### config.mk
export PLATFORM = sky130hd
export DESIGN_NAME = cluster_packer
export DESIGN_NICKNAME = d
export VERILOG_FILES = /design/src/rtl/cluster_packer.sv
export SDC_FILE = /design/constraint.sdc
export NUM_CORES = 1
export LEC_CHECK = 0
export ABC_AREA = 1
export BUFFER_PORTS_ARGS = -buffer_cell sky130_fd_sc_hd__buf_2
export CORE_MARGIN = 3
export CORE_UTILIZATION = 59
export CTS_CLUSTER_DIAMETER = 120
export DETAILED_ROUTE_END_ITERATION = 7
export MAX_ROUTING_LAYER = met4
export PLACE_DENSITY = 0.8
export SYNTH_ARGS = -nofsm -noshare
export SYNTH_HDL_FRONTEND = slang
export SYNTH_SLANG_ARGS = --single-unit
### constraint.sdc
create_clock -name i_clk -period 5.5 [get_ports i_clk]
set_input_delay 0.825 -clock i_clk [delete_from_list [all_inputs] [get_ports i_clk]]
set_output_delay 0.825 -clock i_clk [all_outputs]
set_load 0.01 [all_outputs]
### src/rtl/cluster_packer.sv
// Pixel-stream-to-word packer: gathers 8-bit pixels into 8-pixel words, padding words closed early by i_last.
// Latency: the completing pixel's word is valid the cycle after its accepting edge.
// Backpressure: one completed word can wait behind the output register; o_ready drops only when both are full.
module cluster_packer #(
    parameter int          FIFO_WIDTH = 8,
    parameter logic [7:0]  PAD_VAL    = 8'h00
) (
    input  logic       i_clk,
    input  logic       i_rst,
    input  logic [7:0] i_pixel,
    input  logic       i_valid,
    input  logic       i_last,
    output logic       o_ready,
    output logic [7:0] o_pixel_0,
    output logic [7:0] o_pixel_1,
    output logic [7:0] o_pixel_2,
    output logic [7:0] o_pixel_3,
    output logic [7:0] o_pixel_4,
    output logic [7:0] o_pixel_5,
    output logic [7:0] o_pixel_6,
    output logic [7:0] o_pixel_7,
    output logic [3:0] o_count,
    output logic       o_last,
    output logic       o_valid,
    input  logic       i_ready
);

    // The port list is hard-wired to eight pixels, so any other width cannot work.
    generate
        if (FIFO_WIDTH != 8) begin : g_bad_width
            $error("cluster_packer: FIFO_WIDTH must be 8");
        end
    endgenerate

    // FILL: collecting pixels. HOLD: a finished word waits in the fill buffer for the output register.
    typedef enum logic {
        FILL = 1'b0,
        HOLD = 1'b1
    } state_t;

    state_t     state_q, state_d;
    logic [2:0] cnt_q, cnt_d;
    logic [7:0] fill_q [0:7];
    logic [7:0] fill_d [0:7];
    logic [3:0] hold_cnt_q, hold_cnt_d;
    logic       hold_last_q, hold_last_d;

    logic [7:0] out_pix_q [0:7];
    logic [7:0] out_pix_d [0:7];
    logic [3:0] out_cnt_q, out_cnt_d;
    logic       out_last_q, out_last_d;
    logic       out_vld_q, out_vld_d;

    logic [7:0] new_word [0:7];
    logic [3:0] new_cnt;
    logic       accept;
    logic       complete;
    logic       drain;
    logic       out_free;

    assign accept   = i_valid && (state_q == FILL);
    assign complete = accept && ((cnt_q == 3'd7) || i_last);
    assign drain    = out_vld_q && i_ready;
    assign out_free = !out_vld_q || i_ready;

    // Word as it would look if closed by the pixel on i_pixel now: earlier slots, this pixel, then padding.
    always_comb begin
        new_cnt = {1'b0, cnt_q} + 4'd1;
        for (int j = 0; j < 8; j++) begin
            new_word[j] = PAD_VAL;
            if (4'(j) < {1'b0, cnt_q}) begin
                new_word[j] = fill_q[j];
            end else if (4'(j) == {1'b0, cnt_q}) begin
                new_word[j] = i_pixel;
            end
        end
    end

    // Next-state and datapath: fill, complete into the output register or park in HOLD, release on drain.
    always_comb begin
        state_d     = state_q;
        cnt_d       = cnt_q;
        fill_d      = fill_q;
        hold_cnt_d  = hold_cnt_q;
        hold_last_d = hold_last_q;
        out_pix_d   = out_pix_q;
        out_cnt_d   = out_cnt_q;
        out_last_d  = out_last_q;
        out_vld_d   = out_vld_q;

        // A draining word leaves; it is only replaced if a new one loads below.
        if (drain) begin
            out_vld_d = 1'b0;
        end

        case (state_q)
            FILL: begin
                if (accept) begin
                    if (complete) begin
                        if (out_free) begin
                            out_pix_d  = new_word;
                            out_cnt_d  = new_cnt;
                            out_last_d = i_last;
                            out_vld_d  = 1'b1;
                            cnt_d      = 3'd0;
                        end else begin
                            // Freeze the padded word in the fill buffer until the output frees up.
                            fill_d      = new_word;
                            hold_cnt_d  = new_cnt;
                            hold_last_d = i_last;
                            state_d     = HOLD;
                        end
                    end else begin
                        fill_d[cnt_q] = i_pixel;
                        cnt_d         = cnt_q + 3'd1;
                    end
                end
            end
            HOLD: begin
                if (drain) begin
                    out_pix_d  = fill_q;
                    out_cnt_d  = hold_cnt_q;
                    out_last_d = hold_last_q;
                    out_vld_d  = 1'b1;
                    cnt_d      = 3'd0;
                    state_d    = FILL;
                end
            end
            default: begin
                state_d = FILL;
            end
        endcase
    end

    // FSM state register.
    always_ff @(posedge i_clk or posedge i_rst) begin
        if (i_rst) begin
            state_q <= FILL;
        end else begin
            state_q <= state_d;
        end
    end

    // Fill buffer, held-word descriptor and output register; reset discards any partial word.
    always_ff @(posedge i_clk or posedge i_rst) begin
        if (i_rst) begin
            cnt_q       <= 3'd0;
            hold_cnt_q  <= 4'd0;
            hold_last_q <= 1'b0;
            out_cnt_q   <= 4'd0;
            out_last_q  <= 1'b0;
            out_vld_q   <= 1'b0;
            for (int j = 0; j < 8; j++) begin
                fill_q[j]    <= 8'h00;
                out_pix_q[j] <= 8'h00;
            end
        end else begin
            cnt_q       <= cnt_d;
            hold_cnt_q  <= hold_cnt_d;
            hold_last_q <= hold_last_d;
            out_cnt_q   <= out_cnt_d;
            out_last_q  <= out_last_d;
            out_vld_q   <= out_vld_d;
            for (int j = 0; j < 8; j++) begin
                fill_q[j]    <= fill_d[j];
                out_pix_q[j] <= out_pix_d[j];
            end
        end
    end

    assign o_ready   = (state_q == FILL);
    assign o_valid   = out_vld_q;
    assign o_count   = out_cnt_q;
    assign o_last    = out_last_q;
    assign o_pixel_0 = out_pix_q[0];
    assign o_pixel_1 = out_pix_q[1];
    assign o_pixel_2 = out_pix_q[2];
    assign o_pixel_3 = out_pix_q[3];
    assign o_pixel_4 = out_pix_q[4];
    assign o_pixel_5 = out_pix_q[5];
    assign o_pixel_6 = out_pix_q[6];
    assign o_pixel_7 = out_pix_q[7];

endmodule

==> results.sh, run 1 <==
export IMPL_ys_ff_latch=143
export IMPL_n_fill_cell=1112
export IMPL_root_buffer="clkbuf_16"
export IMPL_pin_count=84
export IMPL_gr_usage_all_layers_pct=29.2
export IMPL_vias=7529
export IMPL_antenna_cells=0
export IMPL_critPathLaunchType="flop"
export IMPL_pwr_share_comb_pct=40.5
export IMPL_rsz0062_at_grt="no"
export IMPL_nNetsFinal=1216
export IMPL_core_area_um2=12800
export IMPL_cp_cell_sequence="ha_1, ha_1, inv_1, nand2_1, nand2_1, inv_2, nand3_1, nand2_1, nand2_1, o21ai_0"
export IMPL_crit_type="flop to flop"
export IMPL_fin_setup_tns_ps=0
export IMPL_vias_per_cell=5.44
export IMPL_max_freq_ghz=0.313
export IMPL_worst_ir_drop_vdd_mv=0.294
export IMPL_final_util_pct=68.8
export IMPL_detail_route_antenna_nets=0
export IMPL_rows=41
export IMPL_worstPathRequired_ps=5840
export IMPL_synth_area_leader_cell="dfrtp_1"
export IMPL_cts_sinks=143
export IMPL_final_cells=1383
export IMPL_pwr_share_clk_pct=23.0
export IMPL_yosysSeqAreaShare_pct=45.4
export IMPL_powerDensity_nw_per_um2=526
export IMPL_regArea_um2=3580
export IMPL_worst_slew_pin_slew_ps=976
export IMPL_hold_path_class="flop to flop"
export IMPL_finalCritPeriodShare_pct=58.0
export IMPL_layout_commonest_cell="nand2_1"
export IMPL_tritoncts="yes"
export IMPL_layout_common_cells="nand2_1, nand3_1, dfrtp_1"
export IMPL_gp_congestion=0.854
export IMPL_start_util_pct=61.5
export IMPL_cts_resized=0
export IMPL_critical_path_max_fanout=47
export IMPL_clkLatencyLatePin_ps=430
export IMPL_grt_pass1_vias=6876
export IMPL_drv_cap=0
export IMPL_hold_buffers=0
export IMPL_crit_path_top_delay_cell="inv_2"
export IMPL_yosysWarnings=0
export IMPL_grt_pass1_wl_um=33400
export IMPL_synthToLayoutAreaGrowth_pct=11.9
export IMPL_critPathMaxStageDelay_ps=700
export IMPL_p_sw_share_pct=41.6
export IMPL_dieArea_um2=14800
export IMPL_drv_slew=0
export IMPL_dr_pass1_iters=6
export IMPL_synth_distinct_cells=26
export IMPL_cp_end_kind="flop"
export IMPL_postCtsSetupBuffers=0
export IMPL_critPathArrivalTime_ps=3530
export IMPL_routedWlPerCell_um=14.5
export IMPL_die_x_um=122
export IMPL_finalCriticalPeriod_ps=3190
export IMPL_layout_drive_gt1_share_pct=13.1
export IMPL_p_leak_nw=5.06
export IMPL_drtIter0Drc=897
export IMPL_syn_avg_cell_area_um2=6.85
export IMPL_synth_nets=1169
export IMPL_ctsLongestPathBuffers=2
export IMPL_die_y_um=122
export IMPL_grt_overflow_total=0
export IMPL_synth_area_leaders="dfrtp_1, nand2_1, nand3_1"
export IMPL_synth_top_area_share_pct=45.4
export IMPL_skew_ps=9.03
export IMPL_port_buffers=83
export IMPL_status="finished, final reports clean"
export IMPL_cts_made_buffers=17
export IMPL_place_inst=1352
export IMPL_synthesis_area_um2=7890
export IMPL_p_sw_mw=1.93
export IMPL_setup_viol=0
export IMPL_p_seq_share_pct=36.5
export IMPL_dpl_hpwl_um=12700
export IMPL_grt_max_degree=98
export IMPL_htreeDepth=4
export IMPL_drc_errors=0
export IMPL_maxSlewHeadroom_pct=34.9
export IMPL_clkTransAtPathRegs_ps=60
export IMPL_finalHoldViolations=0
export IMPL_antenna_found_initial=0
export IMPL_multi_input_area_um2=3790
export IMPL_p_int_mw=2.71
export IMPL_netlist_instances=1152
export IMPL_crit_top_cell="nand2_1"
export IMPL_drt_wl_total_um=20100
-- layout make-up --
| type | instances | area share [%] |
|---|---|---|
| timing repair buffer | 90 | 5.30 |
| inverter | 62 | 2.69 |
| clock buffer | 24 | 5.34 |
| sequential | 143 | 40.5 |
| clock inverter | 7 | 0.709 |
| multi-input combinational | 885 | 43.0 |
| tap | 172 | 2.44 |
-- final timing paths --
kind	startpoint	slack, ps	to	cells past startpoint
worst max-delay path	cnt_q[0]	2310	cnt_q[0]	10
worst min-delay path	o_pixel_7[1]	460	o_pixel_7[1]	2
worst max register to register	cnt_q[0]	2310	cnt_q[0]	10
worst min register to register	o_pixel_7[1]	460	o_pixel_7[1]	2
max in group asynchronous	i_rst	3750	o_pixel_6[3]	3
min in group asynchronous	i_rst	580	o_pixel_7[4]	2
-- cells by family after synthesis --
| group | Yosys count | share of synthesized area (%) |
|---|---|---|
| buffers and inverters | 124 | 6.54 |
| DFF | 143 | 45.4 |
| and+or+nand+nor | 778 | 40.3 |
| adders and majority gates | 4 | 0.635 |
| AOI/OAI and AO/OA | 103 | 7.15 |
-- synth_stat cells, drive strengths merged --
cell and n:
o21a 1, o211ai 1, ha 4, o21ai 87, inv 62, nor3 1, buf 24, clkbuf 38
a21oi 13, nand2 535, dfrtp 143, nand3 151, nor2 75, or2 16, a21o 1
-- metrics by stage --
step | hold WS [ps] | area (µm²) | worst slack (ps) | power, mW
3_5_place_dp | 454 | 8290 | 2370 | 3.57
4_1_cts | 468 | 8830 | 2340 | 4.64
5_1_grt | 491 | 8830 | 1990 | 5.01
2_1_floorplan | 448 | 7890 | 837 | 3.05
6_report | 462 | 8830 | 2310 | 4.64
3_3_place_gp | 450 | 8290 | 2490 | 3.52
-- sequential cells by signal, summed over array words and instances, names as in the netlist, 3 cells and up --
signal      flops
cnt_q           3
o_pixel_1       8
fill_q         64
o_pixel_5       8
o_pixel_4       8
o_pixel_0       8
hold_cnt_q      4
o_pixel_3       8
o_count         4
o_pixel_7       8
o_pixel_6       8
o_pixel_2       8
-- worst max-delay path: cells and delay by family (launching register included) --
family | cells | cell delay, ps
simple gates | 5 | 1210
buf+inv | 2 | 760
flops | 1 | 650
fa+ha+maj | 2 | 390
compound gates | 1 | 100
-- layer usage --
layer  track usage, %  vias to the layer above  part of all wire (%)
met5                -                        -                     0
met4             9.66                        0                   1.9
met3             5.34                       34                   7.5
met2             44.4                      311                    47
met1             39.9                     3453                    43
li1                 -                     3731                     -
-- power groups by stage --
stage / registers [mW] / clock network [mW] / logic (mW)
4_1_cts: 1.69 / 1.07 / 1.88
6_report: 1.70 / 1.07 / 1.88
3_5_place_dp: 1.70 / 0 / 1.86
2_1_floorplan: 1.73 / 0 / 1.32
5_1_grt: 1.75 / 1.12 / 2.14
3_3_place_gp: 1.69 / 0 / 1.83
(Power assumes the default switching activity.)
==> run 2, diff against run 1 <==
Settings changed: CORE_UTILIZATION 59 to 54, PLACE_DENSITY 0.8 to 0.77.
Clock period 5.5 ns to 2.7 ns, I/O delays scaled along.
==> run 2 against run 1 <==
Clock power up 130%. Routed wire length up 1.2%. Die area up 8.8%. Combinational power up 110%. Utilization down 4.5 points. Sequential share of layout area down 1.1 points. Largest power group unchanged. Critical endpoint is now fill_q[51]. Sequential cell count unchanged. Fmax up 31%. Register-to-register slack worse by 2100 ps.
==> results.sh, run 2 (synthesis results as in run 1) <==
export IMPL_status="finished, final reports clean"
export IMPL_cts_resized=0
export IMPL_nNetsFinal=1229
export IMPL_rows=43
export IMPL_vias_per_cell=5.47
export IMPL_critPathArrivalTime_ps=2720
export IMPL_antenna_cells=0
export IMPL_detail_route_antenna_nets=0
export IMPL_setup_viol=0
export IMPL_hold_buffers=0
export IMPL_htreeDepth=4
export IMPL_port_buffers=83
export IMPL_dpl_hpwl_um=13400
export IMPL_largest_reg_flops=64
export IMPL_regMostFlops="fill_q"
export IMPL_powerDensity_nw_per_um2=1090
export IMPL_drv_cap=0
export IMPL_clkTransAtPathRegs_ps=60
export IMPL_finalCriticalPeriod_ps=2440
export IMPL_max_freq_ghz=0.410
export IMPL_root_buffer="clkbuf_16"
export IMPL_grt_max_degree=98
export IMPL_maxSlewHeadroom_pct=40.6
export IMPL_core_area_um2=14100
export IMPL_pin_count=84
export IMPL_grt_pass1_vias=7122
export IMPL_grt_overflow_total=0
export IMPL_worst_ir_drop_vdd_mv=0.657
export IMPL_drc_errors=0
export IMPL_cts_sinks=143
export IMPL_crit_type="flop to flop"
export IMPL_worstPathRequired_ps=2980
export IMPL_dp_slack_ps=414
export IMPL_worst_slew_pin_slew_ps=889
export IMPL_dieArea_um2=16100
export IMPL_tritoncts="yes"
export IMPL_drv_slew=0
export IMPL_hold_path_class="primary input to asynchronous set/reset pin"
export IMPL_ctsLongestPathBuffers=2
export IMPL_grt_pass1_wl_um=34300
export IMPL_drtIter0Drc=760
export IMPL_start_util_pct=56.0
export IMPL_dr_pass1_iters=6
export IMPL_setup_slack_ps=259
export IMPL_layout_commonest_cell="nand2_1"
export IMPL_cts_made_buffers=17
export IMPL_clkLatencyLatePin_ps=430
export IMPL_die_y_um=127
export IMPL_postCtsSetupBuffers=0
export IMPL_vias=7680
export IMPL_rsz0062_at_grt="no"
export IMPL_critPathLaunchType="flop"
export IMPL_die_x_um=127
export IMPL_power_mw=9.85
export IMPL_skew_ps=6.40
export IMPL_routedWlPerCell_um=14.5
export IMPL_synthToLayoutAreaGrowth_pct=15.0
export IMPL_p_leak_nw=5.18
export IMPL_fin_setup_tns_ps=0
export IMPL_antenna_found_initial=0
export IMPL_finalHoldViolations=0
export IMPL_finalCritPeriodShare_pct=90.4
export IMPL_gp_congestion=0.888
export IMPL_layout_drive_gt1_share_pct=14.4
export IMPL_cp_end_kind="flop"
export IMPL_critical_path_max_fanout=55
export IMPL_layout_common_cells="nand2_1, nand3_1, dfrtp_1"
export IMPL_gr_usage_all_layers_pct=27.0
export IMPL_drt_wl_total_um=20400
-- run 2: cell types whose count changed in the layout (fill, tap and decap cells not counted), sizes merged --
cell	change
buf	+13
bufinv	+3
clkbuf	-3
clkinv	+2
inv	-1
-- run 2: per-stage QoR --
step / area, µm² / util [%] / hold slack (ps) / instances
2_1_floorplan: 7890 / - / 448 / 1152
3_5_place_dp: 8450 / 59.9 / 453 / 1373
6_report: 9070 / 64.4 / 159 / 1405
3_3_place_gp: 8450 / 59.9 / 452 / 1373
5_1_grt: 9070 / 64.4 / 203 / 1405
4_1_cts: 9070 / 64.4 / 173 / 1405
-- run 2: worst paths after layout --
path                               from             to  slack [ps]  cells past startpoint
min reg2reg                o_pixel_7[1]   o_pixel_7[1]         470                      2
min in group i_clk              i_ready        state_q         270                      4
min                               i_rst  hold_cnt_q[1]         160                      2
max                            cnt_q[0]     fill_q[51]         260                      9
max reg2reg                    cnt_q[0]     fill_q[51]         260                      9
max in group asynchronous         i_rst   o_pixel_1[6]        1810                      3
-- run 2: routing by layer --
metal,up-vias,global-route usage (%),part of all wire (%)
li1,3766,-,-
met5,-,-,0
met1,3558,35.6,44
met4,0,9.97,2.7
met2,304,41.6,46
met3,52,5.26,7.2
-- run 2: power by group --
group | switching, mW | total, mW | internal [mW]
combinational | 2.62 | 3.98 | 1.36
sequential | 0.456 | 3.38 | 2.93
clock | 0.899 | 2.49 | 1.59
total | 3.98 | 9.85 | 5.88
-- run 2: cell type report --
class	count	area [µm²]
clock buffer	21	460
clock inverter	11	163
fill	1260	5020
inverter	62	236
multi-input combinational	885	3790
sequential	143	3580
tap	180	225
timing repair buffer	103	616
-- run 2: critical path, cell delays in order (launching register included) --
cell	delay (ps)
dfrtp_1	380
ha_1	210
ha_1	190
inv_1	80
nand2_1	140
nand2_1	150
buf_4	460
nand2_1	90
nand2_1	370
o21ai_0	190
==> run 3, diff against run 2 <==
Settings changed: ABC_AREA 1 to unset, CORE_UTILIZATION 54 to 52, PLACE_DENSITY 0.77 to 0.76.
==> run 3 against run 2 <==
Critical path depth down 3. Routed wire length fell by 18%. Utilization is 1.7 points lower. Sequential share of layout area grew 5.6 points. Synthesized cell count fell by 48%. Non-clock buffer count shrank 2. First-iteration DRC count is 8.9% lower. Combinational power shrank 14%. Global-route usage decreased by 2.0 points. Critical path type unchanged. Critical endpoint is now fill_q[46].
==> results.sh, run 3 <==
export IMPL_synth_common_cells="dfrtp_1, nand2_1, a22o_1"
export IMPL_dieArea_um2=14400
export IMPL_synth_area_leader_cell="dfrtp_1"
export IMPL_p_leak_nw=3.89
export IMPL_root_buffer="clkbuf_16"
export IMPL_clkLatencyLatePin_ps=430
export IMPL_antenna_found_initial=0
export IMPL_worst_ir_drop_vdd_mv=0.557
export IMPL_cts_resized=0
export IMPL_synth_distinct_cells=51
export IMPL_tritoncts="yes"
export IMPL_drc_errors=0
export IMPL_placed_cell_area_um2=7350
export IMPL_crit_path_top_delay_cell="dfrtp_1"
export IMPL_gp_congestion=0.953
export IMPL_vias_per_cell=6.23
export IMPL_hold_buffers=0
export IMPL_critPathMaxStageDelay_ps=380
export IMPL_routedWlPerCell_um=19.5
export IMPL_largest_reg_flops=64
export IMPL_powerDensity_nw_per_um2=1160
export IMPL_yosysWarnings=0
export IMPL_async_flop_share_pct=100
export IMPL_critPathBufInv=0
export IMPL_synth_main_ff_cell="dfrtp_1"
export IMPL_antenna_cells=0
export IMPL_finalCritPeriodShare_pct=84.1
export IMPL_drt_wl_total_um=16700
export IMPL_dpl_hpwl_um=11000
export IMPL_layout_commonest_cell="dfrtp_1"
export IMPL_cts_sinks=143
export IMPL_synth_top_area_share_pct=52.8
export IMPL_dr_pass1_iters=6
export IMPL_core_area_um2=12700
export IMPL_cp_top_family="compound AO/OA/AOI/OAI gates"
export IMPL_layout_common_cells="dfrtp_1, buf_2, nand2_1"
export IMPL_layout_drive_gt1_share_pct=33.5
export IMPL_r2r_start="cnt_q[0]"
export IMPL_start_util_pct=53.5
export IMPL_postCtsSetupBuffers=0
export IMPL_pin_count=84
export IMPL_worst_slew_pin_slew_ps=1020
export IMPL_cts_made_buffers=17
export IMPL_status="finished, final reports clean"
export IMPL_crit_top_cell="ha_1"
export IMPL_clkTransAtPathRegs_ps=60
export IMPL_maxSlewHeadroom_pct=31.8
export IMPL_nNetsFinal=687
export IMPL_drv_cap=0
export IMPL_rows=41
export IMPL_max_freq_ghz=0.440
export IMPL_synth_most_common_cell="dfrtp_1"
export IMPL_hold_path_class="primary input to asynchronous set/reset pin"
export IMPL_cp_cell_sequence="ha_1, ha_1, or2_2, a21oi_2, o2111ai_2, a22o_1"
export IMPL_grt_pass1_wl_um=27700
export IMPL_port_buffers=83
export IMPL_drv_slew=0
export IMPL_die_y_um=120
export IMPL_design_area_um2=7940
export IMPL_yosysSeqAreaShare_pct=52.8
export IMPL_vias=5323
export IMPL_synthesis_area_um2=6780
export IMPL_critPathArrivalTime_ps=2580
export IMPL_setup_viol=0
export IMPL_syn_avg_cell_area_um2=11.3
export IMPL_grt_overflow_total=0
export IMPL_skew_ps=9.11
export IMPL_worstPathRequired_ps=3010
export IMPL_cp_end_kind="flop"
export IMPL_die_x_um=120
export IMPL_regMostFlops="fill_q"
export IMPL_crit_type="flop to flop"
export IMPL_netlist_instances=598
export IMPL_ff2ff_path_depth=6
export IMPL_synth_area_leaders="dfrtp_1, mux2_2, a22o_1"
export IMPL_detail_route_antenna_nets=0
export IMPL_htreeDepth=4
export IMPL_fin_setup_tns_ps=0
export IMPL_synth_edff_count=0
export IMPL_finalCriticalPeriod_ps=2270
export IMPL_gr_usage_all_layers_pct=24.9
export IMPL_r2r_setup_slack_ps=430
export IMPL_critPathLaunchType="flop"
export IMPL_critical_path_max_fanout=8
export IMPL_r2r_end="fill_q[46]"
export IMPL_ys_ff_latch=143
export IMPL_drtIter0Drc=692
export IMPL_grt_pass1_vias=5248
export IMPL_finalHoldViolations=0
export IMPL_synthToLayoutAreaGrowth_pct=17.1
export IMPL_rsz0062_at_grt="no"
export IMPL_synth_nets=615
export IMPL_ctsLongestPathBuffers=2
export IMPL_grt_max_degree=65
[run 3: cell types whose count changed after synthesis, sizes merged, moves of 15 or more]
cell / change
o221a: +15
mux2: +73
o21ai: -18
nand2: -455
nor2: -69
nand3: -142
inv: -53
or2: -15
a22o: +72
[run 3: metrics by stage]
stage          hold WS [ps]  utilization [%]  cells  worst slack [ps]  total power [mW]
2_1_floorplan           450                -    598               504              5.87
3_3_place_gp            463             58.0    823               527              6.69
6_report               64.9             62.7    855               430              9.21
3_5_place_dp            470             58.0    823               471              6.85
5_1_grt                 113             62.7    855               313              9.78
4_1_cts                75.5             62.7    855               443              9.23
[run 3: layer usage]
| metal | up-vias | global-route usage (%) | share of wire (%) |
|---|---|---|---|
| met4 | 0 | 7.66 | 1.8 |
| met1 | 2661 | 34.4 | 43 |
| met5 | - | - | 0 |
| li1 | 2364 | - | - |
| met3 | 30 | 6.08 | 8.4 |
| met2 | 268 | 37.0 | 46 |
[run 3: power breakdown]
part | internal (mW) | switching [mW] | leakage (nW)
registers | 2.94 | 0.477 | 1.88
logic | 1.54 | 1.90 | 1.71
clock network | 1.46 | 0.894 | 0.289
[run 3: how the worst max path moves through the flow]
stage,startpoint,end,slack (ps),cells past startpoint
finish,cnt_q[0],fill_q[46],430,6
global route,cnt_q[1],fill_q[41],310,7
CTS,cnt_q[0],fill_q[46],440,6
detailed placement,cnt_q[0],fill_q[47],470,6
global placement,cnt_q[0],fill_q[42],530,6
floorplan,i_rst,cnt_q[0],500,1
[run 3: area by class of cell]
class / count / area [µm²]
Clock buffer: 23 / 488
Clock inverter: 9 / 108
Timing Repair Buffer: 101 / 576
Sequential cell: 143 / 3580
Multi-Input combinational cell: 397 / 2940
Tap cell: 172 / 215
Fill cell: 989 / 4730
Inverter: 10 / 41.3
[run 3: kinds of logic after synthesis]
kind of cell    synth area share (%)
flops                           52.8
buf+inv                         4.02
compound gates                  21.2
fa+ha+maj                      0.738
mux                             12.4
simple gates                    8.86
[run 3: worst register-to-register path, stage by stage, from the launching register on]
cell and delay, ps:
dfrtp_1 380, ha_1 200, ha_1 230, or2_2 360, a21oi_2 310, o2111ai_2 350, a22o_1 340
